## src/rtl/gpc_thread_pc_sched.sv

```systemverilog
// rtl/gpc_thread_pc_sched.sv - round-robin barrel-thread PC scheduler feeding gpc fetch (Q100H) and tracking Q101H
// Optional per-thread issue counters are compiled in with GPC_THREAD_ISSUE_CNT_EN.
module gpc_thread_pc_sched #(
  parameter int              NUM_THREADS = 4,
  parameter int              PC_W        = 32,
  parameter longint unsigned RST_PC      = 64'h0,
  parameter longint unsigned PC_STRIDE   = 64'h400,
  localparam int             TID_W       = $clog2(NUM_THREADS)
) (
  input  logic                   QClk,
  input  logic                   RstQnnnH,
  input  logic [NUM_THREADS-1:0] ThreadEnQnnnH,
  input  logic [NUM_THREADS-1:0] ThreadRstPcQnnnH,
  input  logic                   StallQnnnH,
  output logic [PC_W-1:0]        PcQ100H,
  output logic [TID_W-1:0]       ThreadIdQ100H,
  output logic                   ValidQ100H,
  output logic [PC_W-1:0]        PcQ101H,
  output logic [TID_W-1:0]       ThreadIdQ101H,
  output logic                   ValidQ101H,
  input  logic                   RedirectQ101H,
  input  logic [PC_W-1:0]        RedirectPcQ101H,
  input  logic                   FreezeQ101H
`ifdef GPC_THREAD_ISSUE_CNT_EN
  ,output logic [NUM_THREADS-1:0][31:0] IssueCntQnnnH
`endif
);

  logic [PC_W-1:0]        threadPc [NUM_THREADS];
  logic [PC_W-1:0]        rstPc    [NUM_THREADS];
  logic [TID_W-1:0]       lastTid;
  logic [NUM_THREADS-1:0] eligible;
  logic                   anyElig;
  logic                   issue;
  logic                   resolve;
  logic [TID_W-1:0]       sel;
  logic [PC_W-1:0]        selPc;
  logic [PC_W-1:0]        resolvePc;

  for (genvar g = 0; g < NUM_THREADS; g++) begin : gRstPc
    assign rstPc[g] = PC_W'(RST_PC + PC_STRIDE * 64'(g));
  end

  // A thread sitting in Q100H is skipped so no thread issues back-to-back.
  always_comb begin
    eligible = '0;
    for (int t = 0; t < NUM_THREADS; t++) begin
      eligible[t] = ThreadEnQnnnH[t] && !ThreadRstPcQnnnH[t] &&
                    !(ValidQ100H && (ThreadIdQ100H == TID_W'(t)));
    end
  end

  // Scan from farthest to nearest so the first eligible after lastTid wins.
  always_comb begin
    anyElig = 1'b0;
    sel     = '0;
    for (int i = NUM_THREADS; i >= 1; i--) begin
      if (eligible[(int'(lastTid) + i) % NUM_THREADS]) begin
        anyElig = 1'b1;
        sel     = TID_W'((int'(lastTid) + i) % NUM_THREADS);
      end
    end
  end

  assign issue     = anyElig && !StallQnnnH;
  assign resolve   = ValidQ101H && (FreezeQ101H || RedirectQ101H);
  assign resolvePc = FreezeQ101H ? PcQ101H : RedirectPcQ101H;

  always_comb begin
    selPc = threadPc[sel];
    if (resolve && (ThreadIdQ101H == sel)) begin
      selPc = resolvePc;
    end
  end

  always_ff @(posedge QClk or negedge RstQnnnH) begin
    if (!RstQnnnH) begin
      for (int t = 0; t < NUM_THREADS; t++) begin
        threadPc[t] <= rstPc[t];
      end
      lastTid       <= TID_W'(NUM_THREADS - 1);
      PcQ100H       <= '0;
      ThreadIdQ100H <= '0;
      ValidQ100H    <= 1'b0;
      PcQ101H       <= '0;
      ThreadIdQ101H <= '0;
      ValidQ101H    <= 1'b0;
    end else begin
      for (int t = 0; t < NUM_THREADS; t++) begin
        if (ThreadRstPcQnnnH[t]) begin
          threadPc[t] <= rstPc[t];
        end else if (issue && (sel == TID_W'(t))) begin
          threadPc[t] <= selPc + PC_W'(4);
        end else if (!StallQnnnH && resolve && (ThreadIdQ101H == TID_W'(t))) begin
          threadPc[t] <= resolvePc;
        end
      end
      if (!StallQnnnH) begin
        PcQ100H       <= issue ? selPc : '0;
        ThreadIdQ100H <= issue ? sel : '0;
        ValidQ100H    <= issue;
        if (issue) begin
          lastTid <= sel;
        end
        PcQ101H       <= PcQ100H;
        ThreadIdQ101H <= ThreadIdQ100H;
        ValidQ101H    <= ValidQ100H;
      end
    end
  end

`ifdef GPC_THREAD_ISSUE_CNT_EN
  always_ff @(posedge QClk or negedge RstQnnnH) begin
    if (!RstQnnnH) begin
      IssueCntQnnnH <= '0;
    end else begin
      for (int t = 0; t < NUM_THREADS; t++) begin
        if (ThreadRstPcQnnnH[t]) begin
          IssueCntQnnnH[t] <= '0;
        end else if (issue && (sel == TID_W'(t)) && (IssueCntQnnnH[t] != 32'hFFFF_FFFF)) begin
          IssueCntQnnnH[t] <= IssueCntQnnnH[t] + 32'd1;
        end
      end
    end
  end
`endif

endmodule

```

## config.mk

```make
export PLATFORM = sky130hd
export DESIGN_NAME = gpc_thread_pc_sched
export DESIGN_NICKNAME = d
export VERILOG_FILES = /design/src/rtl/gpc_thread_pc_sched.sv
export SDC_FILE = /design/constraint.sdc
export NUM_CORES = 1
export LEC_CHECK = 0
export ABC_AREA = 1
export ABC_CLOCK_PERIOD_IN_PS = 3450
export CAP_MARGIN = 40
export CORE_MARGIN = 3
export CORE_UTILIZATION = 35
export DETAILED_ROUTE_END_ITERATION = 8
export PLACE_DENSITY_LB_ADDON = 0.1
export RECOVER_POWER = 100
export SLEW_MARGIN = 20
export SYNTH_ARGS = -nofsm -noshare
export SYNTH_HDL_FRONTEND = slang
export SYNTH_SLANG_ARGS = --single-unit
```

## constraint.sdc

```tcl
create_clock -name QClk -period 3.45 [get_ports QClk]
set_input_delay 0.345 -clock QClk [delete_from_list [all_inputs] [get_ports QClk]]
set_output_delay 0.345 -clock QClk [all_outputs]
set_load 0.005 [all_outputs]
```

Yosys cells after proc, flatten, opt, wreduce, memory -nomap -nowiden
Index checks and enable logic that the tools add are counted.
{"block": "word_totals", "output_inout_bits": 70, "in_bits": 45, "wordCells": 122, "regBits": 200}
{"block": "op_classes", "n_mux": 39, "bitwise_logic": 6, "eq_ne": 10, "n_reduce_logical": 46, "magnitude_cmp": 5, "add_sub_neg": 5}
{"cell": "32-bit two-way mux", "count": 17}
{"cell": "32-bit binary-select mux with 2-bit select", "count": 1}
{"cell": "32-bit by 3-bit adder with 32-bit output, second input constant", "count": 1}
{"cell": "1-bit logical AND", "count": 24}
{"cell": "3-bit by 4-bit < comparator with 1-bit output, second input constant", "count": 4}
{"cell": "2-bit == test, second input constant", "count": 6}
{"cell": "1-bit two-way mux", "count": 12}
{"cell": "3-bit nonzero test", "count": 4}
{"cell": "2-bit two-way mux", "count": 5}
{"cell": "1-bit zero test", "count": 9}
{"cell": "1-bit binary-select mux with 2-bit select", "count": 4}
{"cell": "2-bit OR reduction", "count": 4}
{"cell": "2-bit by 1-bit == test with 1-bit output, second input constant", "count": 3}
{"cell": "2-bit zero test", "count": 3}
{"cell": "2-bit by 1-bit adder with 2-bit output, second input constant", "count": 2}
{"cell": "2-bit adder, second input constant", "count": 2}
{"cell": "1-bit AND, first input constant", "count": 4}
{"cell": "3-bit greater-or-equal comparator, second input constant", "count": 1}
{"cell": "2-bit inverter with 3-bit output", "count": 1}
{"cell": "2-bit == test", "count": 1}
{"cell": "2-bit AND reduction", "count": 1}
{"cell": "1-bit logical OR", "count": 1}
{"cell": "1-bit inverter", "count": 1}

Longest topological paths before layout
Gate-level depths: netlist of the first run.
{"block": "depth", "ltp_word": 19, "depth_mapped": 30, "depth_no_buf": 28}

Worst setup path after synthesis of the first run
Ideal clock, no wire load.
{"block": "synth_timing", "path_type": "reg-to-reg", "startpoint": "register lastTid[0]", "endpoint": "register threadPc[50] (netlist bit)", "required_time_ps": 3333, "n_path_buf": 3, "t_arrival_ps": 3148, "period_less_slack_ps": 3264, "stages_incl_launch_ff": 30, "setup_ps": 117, "path_slack_ps": 186, "path_cell_list": "dfstp_2 > buf_6 > inv_2 > nand3_1 > nand2_1 > nand2_1 > nand2_1 > inv_1 > nand2_2 > nand2_1 > nand2_2 > nand2_2 > buf_6 > buf_2 > nand2_1 > o21ai_0 > nand2_1 > nand2_1 > nand2_1 > nand2_1 > ha_1 > inv_1 > nor2_2 > nand2_1 > nor2_1 > nand2_1 > xor2_1 > nand2_1 > nand2_1 > nand2_1"}
{"block": "synth_via", "elab_chain_len": 16, "word_cells_on_any_way": 38, "classes_between": "add/sub: 5; eq/ne: 2; mux: 26; bitwise: 1; reduce/logical: 4"}
{"item": "start: declaration", "line": "31", "text": "logic [TID_W-1:0] lastTid;"}
{"item": "start signal: assignment", "line": "81", "text": "lastTid <= TID_W'(NUM_THREADS - 1);"}
{"item": "start signal: assignment", "line": "103", "text": "lastTid <= sel;"}
{"item": "2-bit by 1-bit adder with 2-bit output", "line": "58, 60"}
{"item": "1-bit binary-select mux with 2-bit select", "line": "58", "text": "if (eligible[(int'(lastTid) + i) % NUM_THREADS]) begin"}
{"item": "1-bit two-way mux (implied by the code) (2 in series)", "line": "58"}
{"item": "2-bit two-way mux (4 in series)", "line": "58"}
{"item": "2-bit inverter with 3-bit output (implied by the code)", "line": "70", "text": "selPc = threadPc[sel];"}
{"item": "32-bit binary-select mux with 2-bit select", "line": "70"}
{"item": "32-bit two-way mux (implied by the code) (2 in series)", "line": "70"}
{"item": "32-bit two-way mux", "line": "71", "text": "if (resolve && (ThreadIdQ101H == sel)) begin"}
{"item": "32-bit by 3-bit adder with 32-bit output", "line": "93", "text": "threadPc[t] <= selPc + PC_W'(4);"}
{"item": "32-bit two-way mux", "line": "92", "text": "end else if (issue && (sel == TID_W'(t))) begin"}
{"item": "32-bit two-way mux", "line": "90", "text": "if (ThreadRstPcQnnnH[t]) begin"}
{"item": "end signal: indexed assignment", "line": "91", "text": "threadPc[t] <= rstPc[t];"}
{"item": "end signal: indexed assignment", "line": "93"}
{"item": "end signal: indexed assignment", "line": "95", "text": "threadPc[t] <= resolvePc;"}
{"item": "end: declaration", "line": "29", "text": "logic [PC_W-1:0] threadPc [NUM_THREADS];"}
Parallel ways exist; a longest one is shown, timed or not. The select of a mux whose other input is x is not followed.
A chain may end at the register's enable or synchronous reset.

Worst setup path in the final report of the first run
{"block": "layout_timing", "startpoint": "register lastTid[0]", "endpoint": "register threadPc[121] (netlist bit)"}
The elaborated chain is that of the path after synthesis.

==> results.tsv, run 1 <==
metric	value	unit
final_cells	2765	
grt_pass1_wl	81240	µm
fp.dieH	198.0	µm
nFillCells	3533	
clk_pin_slew	0.08	ns
antenna_found_initial	0	
grt_overflow	0	
ys.flop_type	dfrtp_1	
ys_top_cells_by_count	nand2_1, inv_1, dfrtp_1	
grt_pass1_vias	13440	
cp-start-kind	register	
area_growth	39.84	%
maxSlewViolCount	73	
syn-instance-count	1997	
synthArstFlopShare	100.0	%
drive_above_1_share	22.83	%
routedWlPerCell	19.84	µm
seq_area_frac_synth	38.83	%
violations	capacitance limit, slew limit, setup timing	
io_pins	115	
rsz0062_at_grt	yes	
synth-edff-count	0	
numCtsBuffers	17	
max_freq	282.8	MHz
crit_arrival	3.88	ns
drt_iter0_markers	1254	
synth-seq-cells	200	
io_buffers	114	
core	36000	µm²
status	finished, violations left	
yosysWarnings	0	
synthesis.area	12910	µm²
root_buffer	clkbuf_16	
h-tree-depth	4	
cp_max_fo	5	
synth_cell_types	36	
gp_congestion	0.9636	
cts_tree	done	
max_cap_violations	1	
synth_top_area_share	37.61	%
period_share	102.5	%
die_w	198.0	µm
vias	14490	
yosys.cell_count.top_type	nand2_1	
place_inst	2685	
postSynthAreaPerCell	6.464	µm²
crit_type	reg2reg	
clock_skew	0.01707	ns
ant_nets	0	
dpl_worst_slack	-0.4430	ns
drcViolationCount	0	
max_slew_margin	-34.39	%
hp-class	in2reg	
worstPathRequired	3.79	ns
antennaDiodeCount	0	
cts_buffer_depth	2	
clk_latency	0.46	ns
initial_core_util	35.86	%
num_rows	69	
crit_path_end_kind	register	
routed_wl	54850	µm
grt_max_degree	73	
fin_tns_setup	-0.8613	ns
setup_violations	34	
worst_slew_pin_slew	2.016	ns
dr.pass1.iters	7	
finalCriticalPeriod	3.536	ns
dieArea	39220	µm²
synthTopCellsByArea	dfrtp_1, nand2_1, inv_1, o21ai_0, nand3_1	
synth_nets	2043	
synth_area_leader_cell	dfrtp_1	
finalHoldViolCount	0	
via_per_inst	5.242	
hpwl	36350	µm
grt_use_total	27.20	%
numClockSinks	200	
nNetsFinal	2337	
setup_ws	-0.08610	ns
-- registers in the layout, indices dropped and copies added (netlist names) --
register,cells
ThreadIdQ100H,2
lastTid,2
ThreadIdQ101H,2
PcQ101H,32
ValidQ100H,1
ValidQ101H,1
PcQ100H,32
threadPc,128
-- kinds of logic after synthesis --
logic type	count (synthesis)	share of synthesized area (%)
adder cells (fa/ha/maj)	1	0.09691
XOR/XNOR	10	0.9693
flip-flops	200	38.83
buffers and inverters	352	11.10
AND/OR/NAND/NOR	1101	35.20
AO/OA/AOI/OAI	332	13.72
multiplexers	1	0.08723
-- worst max-delay path, stage by stage, from the launching register on --
cell and delay [ns]:
dfstp_2 0.62, buf_6 0.12, nand3_1 0.08, nand2_2 0.13, buf_6 0.12, nand3_1 0.09, nand3_2 0.09, nand2_2 0.07
buf_4 0.14, a21oi_2 0.11, nand4_1 0.13, buf_6 0.15, clkbuf_16 0.16, buf_6 0.14, nand2_4 0.08, nand2_4 0.05
nor2_4 0.16, buf_6 0.13, nand2_2 0.06, nor2_4 0.26, nand4_1 0.17, nand2_2 0.17, nand2_1 0.07, nand2_1 0.09
nand2_1 0.04
-- layer usage --
metal / up-vias / global-route usage, % / routed length [µm]
met1: 6790 / 40.79 / 25450
li1: 6913 / - / -
met4: 0 / 8.204 / 1560
met2: 671 / 39.36 / 22960
met3: 119 / 5.581 / 4873
met5: - / 0 / 0
-- metrics by stage --
stage          hold slack (ns)  utilization [%]  cell area, µm²
2_1_floorplan          0.04941                -           12910
3_3_place_gp            0.4132            44.61           16060
3_5_place_dp            0.4110            44.61           16060
4_1_cts                 0.2648            47.05           16940
5_1_grt                 0.4903            50.14           18050
6_report                0.4388            50.14           18050
-- final cells by class --
class,instances,area (µm²),area share [%]
Clock buffer,19,452.9,2.509
Clock inverter,13,163.9,0.9080
Timing Repair Buffer,387,3685,20.41
Sequential cell,200,5012,27.77
Tap cell,461,576.8,3.195
Inverter,240,900.9,4.991
Multi-Input combinational cell,1445,7259,40.22
-- what timing repair did --
item                                    4_1_cts  5_1_grt
endpoints found under the hold margin        66        0
endpoints found under the setup margin       91      108
hold buffers                                  1        0
buffers inserted                             10       33
pin swaps                                    10      106
cloned                                        1        6
resized for setup                            41      219
-- cells in the final DEF, fill, tap and decap left out, types with 4 or more instances in the layout --
master,n
nand2_1,711
inv_1,223
buf_4,209
dfrtp_1,194
o21ai_0,130
nand3_1,105
a21oi_1,96
nand2_2,82
dlygate4sd3_1,71
nor2_1,54
nand4_1,42
o22ai_1,42
clkdlybuf4s50_1,41
o21ai_1,33
nor2_4,28
nor2_2,26
buf_12,25
buf_6,23
clkbuf_16,22
nand3_2,18
nand2_4,16
inv_2,15
nand3b_1,10
o211ai_1,9
dfstp_2,6
o21ai_2,5
inv_6,5
xor2_1,4
a31oi_1,4
o21ai_4,4
xor2_2,4
clkbuf_1,4
-- final timing paths --
| path | cells after the start | slack (ns) | end | startpoint |
|---|---|---|---|---|
| min in group asynchronous | 2 | 0.96 | threadPc[6]$_DFFE_PN0P_ | RstQnnnH |
| min | 3 | 0.44 | PcQ101H[13]$_DFFE_PN0N_ | StallQnnnH |
| max reg2reg | 24 | -0.09 | threadPc[121]$_DFFE_PN0P_ | lastTid[0]$_DFFE_PN1P_ |
| max | 24 | -0.09 | threadPc[121]$_DFFE_PN0P_ | lastTid[0]$_DFFE_PN1P_ |
| max in group asynchronous | 3 | 0.60 | PcQ101H[26]$_DFFE_PN0N_ | RstQnnnH |
| min reg2reg | 2 | 0.47 | threadPc[43]$_DFFE_PN1P_ | threadPc[43]$_DFFE_PN1P_ |
Power of run 1 is not shown: default switching activity piles up to over one toggle a cycle in this logic, so the estimate is an artifact.
==> run 2, diff against run 1 <==
--- a/config.mk
+++ b/config.mk
@@ -10,6 +10,7 @@
 export CAP_MARGIN = 40
 export CORE_MARGIN = 3
 export CORE_UTILIZATION = 35
+export CTS_CLUSTER_DIAMETER = 100
 export DETAILED_ROUTE_END_ITERATION = 8
 export PLACE_DENSITY_LB_ADDON = 0.1
 export RECOVER_POWER = 100
==> results of run 2 <==
The final DEF is identical to that of run 1; final timing and power are the same.
Power of run 2 is left out for the same reason.
